`src/rtl/seg7_scan_controller.sv`:
```
// Multiplexed 7-segment scan driver with shadowed frame inputs,
// leading-zero blanking, per-digit blink and PWM brightness.
module seg7_scan_controller #(
  parameter int NUM_DIGITS   = 8,
  parameter int DIV_COUNT    = 208333,
  parameter int BRIGHT_BITS  = 4,
  parameter int BLINK_FRAMES = 64
) (
  input  logic                    clk,
  input  logic                    reset,
  input  logic [4*NUM_DIGITS-1:0] seg,
  input  logic [NUM_DIGITS-1:0]   dp,
  input  logic [NUM_DIGITS-1:0]   blink_mask,
  input  logic                    blank_lz,
  input  logic [BRIGHT_BITS-1:0]  brightness,
  output logic [NUM_DIGITS-1:0]   AN,
  output logic [6:0]              seg_out,
  output logic                    dp_out,
  output logic                    frame_tick
);

  localparam int DW = (DIV_COUNT > 1) ? $clog2(DIV_COUNT) : 1;
  localparam int IW = (NUM_DIGITS > 1) ? $clog2(NUM_DIGITS) : 1;
  localparam int FW = (BLINK_FRAMES > 1) ? $clog2(BLINK_FRAMES) : 1;

  localparam logic [DW-1:0] DIV_MAX = DW'(DIV_COUNT - 1);
  localparam logic [IW-1:0] IDX_MAX = IW'(NUM_DIGITS - 1);
  localparam logic [FW-1:0] FRM_MAX = FW'(BLINK_FRAMES - 1);

  logic [DW-1:0]           div_cnt;
  logic [IW-1:0]           idx;
  logic [FW-1:0]           frm_cnt;
  logic                    blink_off;
  logic [BRIGHT_BITS-1:0]  pwm_cnt;

  logic [4*NUM_DIGITS-1:0] sh_seg;
  logic [NUM_DIGITS-1:0]   sh_dp;
  logic [NUM_DIGITS-1:0]   sh_mask;
  logic                    sh_blz;

  logic                    slot_tick;
  logic                    wrap;
  logic [NUM_DIGITS-1:0]   lz;
  logic [3:0]              nib;
  logic [6:0]              glyph;
  logic                    blank;
  logic                    on;
  logic                    lit;

  assign slot_tick = (div_cnt == DIV_MAX);
  assign wrap      = slot_tick && (idx == IDX_MAX);

  always_ff @(posedge clk or negedge reset) begin
    if (!reset) begin
      div_cnt   <= '0;
      idx       <= '0;
      frm_cnt   <= '0;
      blink_off <= 1'b0;
      pwm_cnt   <= '0;
      sh_seg    <= '0;
      sh_dp     <= '0;
      sh_mask   <= '0;
      sh_blz    <= 1'b0;
    end else begin
      pwm_cnt <= pwm_cnt + 1'b1;
      div_cnt <= slot_tick ? '0 : div_cnt + 1'b1;
      if (slot_tick) begin
        idx <= (idx == IDX_MAX) ? '0 : idx + 1'b1;
      end
      if (wrap) begin
        sh_seg  <= seg;
        sh_dp   <= dp;
        sh_mask <= blink_mask;
        sh_blz  <= blank_lz;
        if (frm_cnt == FRM_MAX) begin
          frm_cnt   <= '0;
          blink_off <= ~blink_off;
        end else begin
          frm_cnt <= frm_cnt + 1'b1;
        end
      end
    end
  end

  // lz[k]: nibble k and every nibble above it are zero
  always_comb begin
    logic acc;
    acc = 1'b1;
    lz  = '0;
    for (int k = NUM_DIGITS - 1; k >= 0; k--) begin
      acc   = acc & (sh_seg[4*k +: 4] == 4'h0);
      lz[k] = acc;
    end
  end

  assign nib   = 4'(sh_seg >> {idx, 2'b00});
  assign blank = sh_blz && lz[idx] && (idx != '0);
  assign on    = (&brightness) || (pwm_cnt < brightness);
  assign lit   = on && !blank && !(blink_off && sh_mask[idx]);

  always_comb begin
    glyph = 7'h7F;
    unique case (nib)
      4'h0: glyph = 7'h40;
      4'h1: glyph = 7'h79;
      4'h2: glyph = 7'h24;
      4'h3: glyph = 7'h30;
      4'h4: glyph = 7'h19;
      4'h5: glyph = 7'h12;
      4'h6: glyph = 7'h02;
      4'h7: glyph = 7'h78;
      4'h8: glyph = 7'h00;
      4'h9: glyph = 7'h10;
      4'hA: glyph = 7'h08;
      4'hB: glyph = 7'h03;
      4'hC: glyph = 7'h46;
      4'hD: glyph = 7'h21;
      4'hE: glyph = 7'h06;
      4'hF: glyph = 7'h0E;
      default: glyph = 7'h7F;
    endcase
  end

  always_ff @(posedge clk or negedge reset) begin
    if (!reset) begin
      AN         <= '1;
      seg_out    <= 7'h7F;
      dp_out     <= 1'b1;
      frame_tick <= 1'b0;
    end else begin
      frame_tick <= wrap;
      if (lit) begin
        AN      <= ~(NUM_DIGITS'(1) << idx);
        seg_out <= glyph;
        dp_out  <= ~sh_dp[idx];
      end else begin
        AN      <= '1;
        seg_out <= 7'h7F;
        dp_out  <= 1'b1;
      end
    end
  end

endmodule

```
`config.mk`:
```
export PLATFORM = sky130hd
export DESIGN_NAME = seg7_scan_controller
export DESIGN_NICKNAME = d
export VERILOG_FILES = /design/src/rtl/seg7_scan_controller.sv
export SDC_FILE = /design/constraint.sdc
export NUM_CORES = 1
export LEC_CHECK = 0
export ABC_AREA = 1
export CAP_MARGIN = 20
export CORE_ASPECT_RATIO = 0.8
export CORE_MARGIN = 4
export CORE_UTILIZATION = 30
export CTS_CLUSTER_SIZE = 40
export DETAILED_ROUTE_END_ITERATION = 8
export GPL_TIMING_DRIVEN = 0
export PLACE_DENSITY_LB_ADDON = 0.25
export REMOVE_ABC_BUFFERS = 1
export SYNTH_ARGS = -nofsm -noshare
export SYNTH_HDL_FRONTEND = slang
export SYNTH_SLANG_ARGS = --single-unit
```
`constraint.sdc`:
```
create_clock -name clk -period 2.3 [get_ports clk]
set_clock_uncertainty 0.2 [all_clocks]
set_input_delay 0.575 -clock clk [delete_from_list [all_inputs] [get_ports clk]]
set_output_delay 0.575 -clock clk [all_outputs]
set_load 0.005 [all_outputs]
```
Yosys cells after proc, flatten, opt, wreduce, memory -nomap -nowiden. Memories as Yosys holds them, arrays and structs flattened. Index checks and enable logic that the tools add are counted. Widths: inputs -> output; s select.

Register bits after elaboration: 98. Latch bits: 0. Bits in writable memories: 0. Memory bits (read-only): 112. Input bits: 55. Output and inout bits: 17. Word-level logic and storage cells: 67. Memories: 1.

Memory list: (name not given) (words 16, bits a word 7, read ports 1, clocked after Yosys merged registers in 0, write ports 0, RTL line 103) `unique case (nib)`.

Add/sub/neg operators: 4. Multipliers: 0. Divide/modulo/power cells: 0. $lt $le $gt $ge: 2. Equal/unequal tests: 3. Shift-type cells: 2. Muxes and demuxes: 12. Bitwise logic cells: 10. Reductions and logical operators: 20.

Operators by type and width (number): $logic_not 4->1 (8); $shr 32x5->4 (1); $add 18x1->18 const B (1); $eq 18x18->1 const B (1); $mux 18 (1); $bmux 1 s3 (3); $mux 8 (1); $not 8->8 (1); $shl 1x3->8 const A (1); $and 1x1->1 (7); $mux 7 (1); $add 6x1->6 const B (1); $eq 6x6->1 const B (1); $logic_and 1x1->1 (6); $mux 6 (1); $add 4x1->4 const B (1); $lt 3x4->1 const B (1); $lt 4x4->1 (1); $mux 1 (4); $reduce_and 4->1 (1); $add 3x1->3 const B (1); $eq 3x3->1 const B (1); $mux 3 (1); $reduce_bool 3->1 (1); other kinds (4) (6).

Longest topological paths before layout.
Depth in word-level cells: 16. Depth in mapped cells: 13. Mapped depth without buffers: 11.

Least setup slack after synthesis. OpenSTA, ideal clock, no wires.

Path kind: reg2reg. Start point: reg idx[0]. End point: reg seg_out[5]. Setup time: 0.079 ns. Arrival time: 2.054 ns. Required time: 2.021 ns. Setup slack: -0.033 ns. Stages on the path, launching flop included: 14. Path buffers: 2. Period minus slack after synthesis: 2.333 ns. Cell sequence: dfrtp_1 buf_4 inv_2 buf_6 nand2_1 nand3_1 nand2_1 o21ai_0 inv_1 ha_1 nand3_1 nand2_1 a21oi_1 nand2_1.

Word-level cells in the longest chain between the ends: 8. Elaborated cells between the ends (all ways): 15. Classes of those cells: shift: 1; mux: 5; reduce/logical: 8; memory: 1.

Ends and longest elaborated chain: from (decl) (RTL line 31) `logic [IW-1:0] idx;`; from (signal assigned) (RTL line 68) `idx <= (idx == IDX_MAX) ? '0 : idx + 1'b1;`; branches (longest 7 deep; another with $mem_v2 16x7); $mux 7 * (RTL line 132) `if (lit) begin`; to (signal assigned) (RTL line 134) `seg_out <= glyph;`; to (decl) (RTL line 17) `output logic [6:0] seg_out,`.

Every way passes the cells marked *. The select of a mux whose other input is x is not followed. A chain may end at the register's enable or synchronous reset.

Worst setup path in the final report.
Start point: reg idx[0]. End point: reg sh_seg[28].

Word-level cells in the longest chain between the ends: 2.

Ends and longest elaborated chain: $eq 3x3->1 (RTL line 51) `assign wrap = slot_tick && (idx == IDX_MAX);`; $logic_and 1x1->1 (RTL line 51); to (signal assigned) (RTL line 71) `sh_seg <= seg;`; to (decl) (RTL line 36) `logic [4*NUM_DIGITS-1:0] sh_seg;`.

Every way passes these cells.

==> summary.txt <==
Power
  – Worst vdd ir: roughly 340 uV
  – Pwr Total: between 3 and 4 mW
  – Pwr per Cell Area: just over 500 mW/mm^2
  – P_leak: around 3.1 nW

Synthesis
  – Sequential-to-total area share from yosys stat: 0.488
  – Post-synthesis mux area share: 0
  – Post-synthesis cell type count: 28
  – Mapped cell area: 0.00506 mm^2
  – Number of synthesized register bits: slightly below 100
  – Xor/xnor cell area share of the yosys netlist: 0.0173
  – Top post-synthesis cells by area: dfrtp_1, nand2_1, dfstp_2, inv_1, nand3_1
  – Yosys warns: 0
  – Largest family of logic cells by synthesized area: simple AND/OR/NAND/NOR gates
  – Compound-cell area share of the yosys netlist: 0.0872
  – Top_reg_cell synth: dfrtp_1
  – Post-synth ARST share: 1.00
  – Adder and majority gate portion of the synthesized area: 0.0470
  – Yosys top cell area share: 0.405
  – Simple-Gate Fraction of Synth Area: 0.265
  – Yosys top cell by area: dfrtp_1
  – Post-Syn Instances: about 650
  – Mean Syn Cell Area: just under 8 um^2
  – EDFF count, synth: 0

STA
  – Rel. slew slack: 0.454
  – WHS: 0.130 ns
  – Fmax: around 460 MHz
  – Fin. Hold Viols: 0
  – Final period demand of the worst path: around 2.2 ns
  – Setup violators final: 0
  – Worst slew pin tran: around 0.8 ns
  – Max-slew violations: 0
  – Final period utilization: 0.955
  – Final Worst Setup Slack: around 0.10 ns

Detailed routing
  – First-pass DRT Iterations: 5
  – Detailed Route Iter0 Violations: ~270
  – Vias per cell: around 4.4
  – Vias: roughly 4.3k
  – Wirelength, routed: approximately 13,000 um
  – WL/cell: roughly 13 um
  – Antenna Nets Post-Route: 0
  – DRC Markers: 0

Die
  – Core Area: 0.0166 mm^2
  – Die width: roughly 150 um
  – Rows: 42
  – Starting Density: 0.306
  – Die Y: ~120 um
  – Die area: 0.0190 mm^2
  – Io pins: 72

Clock network
  – # H-tree levels: 3
  – Sinks on Clock Net: 98
  – Clock-pin slew on the worst setup and hold paths: about 0.070 ns
  – Root Buffer: clkbuf_16
  – Hold_buf cts: 0
  – Worst skew pair latency: around 0.34 ns
  – Max Buffers Root-to-Sink: 2
  – CTS tree: yes
  – Num CTS Buffers: 9

Worst setup path
  – FF-to-FF End: sh_seg[28]
  – Crit Path Category: reg -> reg
  – Arrival time at the worst endpoint: 2.20 ns
  – Worst reg-to-reg path cell count: 9
  – Crit path max fanout: 28
  – R2R setup slack: between 0.1 and 0.15 ns
  – Crit start category: flop
  – CP Capture Type: flop
  – R2r startpoint: idx[0]
  – Worst path required time: between 2 and 2.5 ns

Final layout
  – Most common cell after layout, fill and taps aside: nand2_1
  – Final core utilization: 0.402
  – Most frequent cells in the layout: nand2_1, inv_1, dfrtp_1, clkdlybuf4s50_1, nand3_1
  – Fin nets: 813
  – Multi-input logic area: between 0.002 and 0.0025 mm^2
  – Register area: approximately 0.0025 mm^2
  – # diodes: 0
  – Fill count: roughly 1.7k
  – Layout area overhead: 31.3%
  – Layout cells sized above 1: 0.103

Placed design
  – Hpwl dp: 8460 um
  – Routability cong.: between 0.8 and 0.9
  – Number of port buffers: a little over 70
  – DP Worst Slack: -1.20 ns

Global route
  – Total grt overflow: 0
  – Vias in the first global route: ~4.2k
  – Global-route wire length before repair: ~21,000 um
  – Initial antenna violation count: 0
  – Largest net degree at the start of global routing: 63
  – GR Util All Layers: 0.136

Run status
  – Status: finished, final reports clean

Worst hold path
  – HP Class: in -> async

Flow run
  – Max-Cap Viols: 0
-- critical path: stages (launching register included) --
cell and delay, ns:
dfrtp_4 0.54, ha_1 0.24, ha_1 0.20, inv_1 0.16, nor3_4 0.07, buf_8 0.14
buf_16 0.16, buf_16 0.16, nand2_1 0.08, o21ai_0 0.11
-- cell usage after synthesis (all sizes together), types with 2 or more instances --
| master | n |
|---|---|
| ha | 19 |
| nand3 | 66 |
| dfstp | 16 |
| xor2 | 8 |
| nor4 | 2 |
| a21oi | 15 |
| nor2 | 41 |
| dfrtp | 82 |
| buf | 13 |
| inv | 97 |
| nand2 | 195 |
| clkbuf | 8 |
| nor3 | 10 |
| xnor2 | 2 |
| o21ai | 68 |
| nand4 | 5 |
-- layout make-up --
class | count | area share
inverter | 97 | 0.0578
tap | 220 | 0.0414
multi-input combinational | 436 | 0.325
sequential | 98 | 0.373
timing repair inverter | 1 | 0.00132
timing repair buffer | 96 | 0.156
clock inverter | 3 | 0.00301
clock buffer | 13 | 0.0423
-- kinds of logic after synthesis --
family	count (synthesis)
AO/OA/AOI/OAI	86
XOR/XNOR	10
adder cells (fa/ha/maj)	19
buffers and inverters	118
flip-flops	98
AND/OR/NAND/NOR	321
-- per-stage QoR --
stage          instance area (um^2)  cells  TNS [ns]
3_5_place_dp                   6040    927    -58.58
2_1_floorplan                  4940    631    -66.01
6_report                       6650    964         0
4_1_cts                        6480    952         0
3_3_place_gp                   5930    922   -462.45
5_1_grt                        6650    964   -0.0129
-- sequential cells by signal (all words and copies together) (netlist names) --
signal and count:
frm_cnt 6, idx 3, pwm_cnt 4, blink_off 1, sh_blz 1, seg_out 7
sh_dp 8, frame_tick 1, sh_mask 8, div_cnt 18, AN 8, dp_out 1
sh_seg 32
-- per-layer routing --
| metal | global-route usage | wire length, um | vias to the layer above | share of wire |
|---|---|---|---|---|
| met1 | 0.199 | 6430 | 1957 | 0.51 |
| met5 | 0 | 0 | - | 0 |
| met2 | 0.208 | 5490 | 91 | 0.43 |
| met3 | 0.0330 | 708 | 7 | 0.056 |
| li1 | - | - | 2228 | - |
| met4 | 0.0262 | 55 | 0 | 0.0043 |
-- how the worst max path moves through the flow --
stage,to,start,cells after the start
2_1_floorplan,frm_cnt[1],idx[0],5
3_3_place_gp,sh_dp[2],reset,1
3_5_place_dp,seg_out[5],idx[0],11
4_1_cts,AN[1],brightness[3],10
5_1_grt,sh_seg[3],idx[0],9
6_report,sh_seg[28],idx[0],9
-- where the power goes --
part / switching, mW / internal [mW] / total (mW) / leakage [nW]
Clock: 0.642 / 0.858 / 1.50 / 0.143
Combinational: 0.0611 / 0.0972 / 0.158 / 1.90
Sequential: 0.000712 / 1.73 / 1.73 / 1.03
-- what timing repair did --
item / in CTS / in global routing
setup buffers: 9 / 9
cloned: 0 / 3
gates resized for setup: 13 / 10
pin swaps: 1 / 3
setup endpoints to repair: 73 / 40
(Power assumes the default switching activity.)
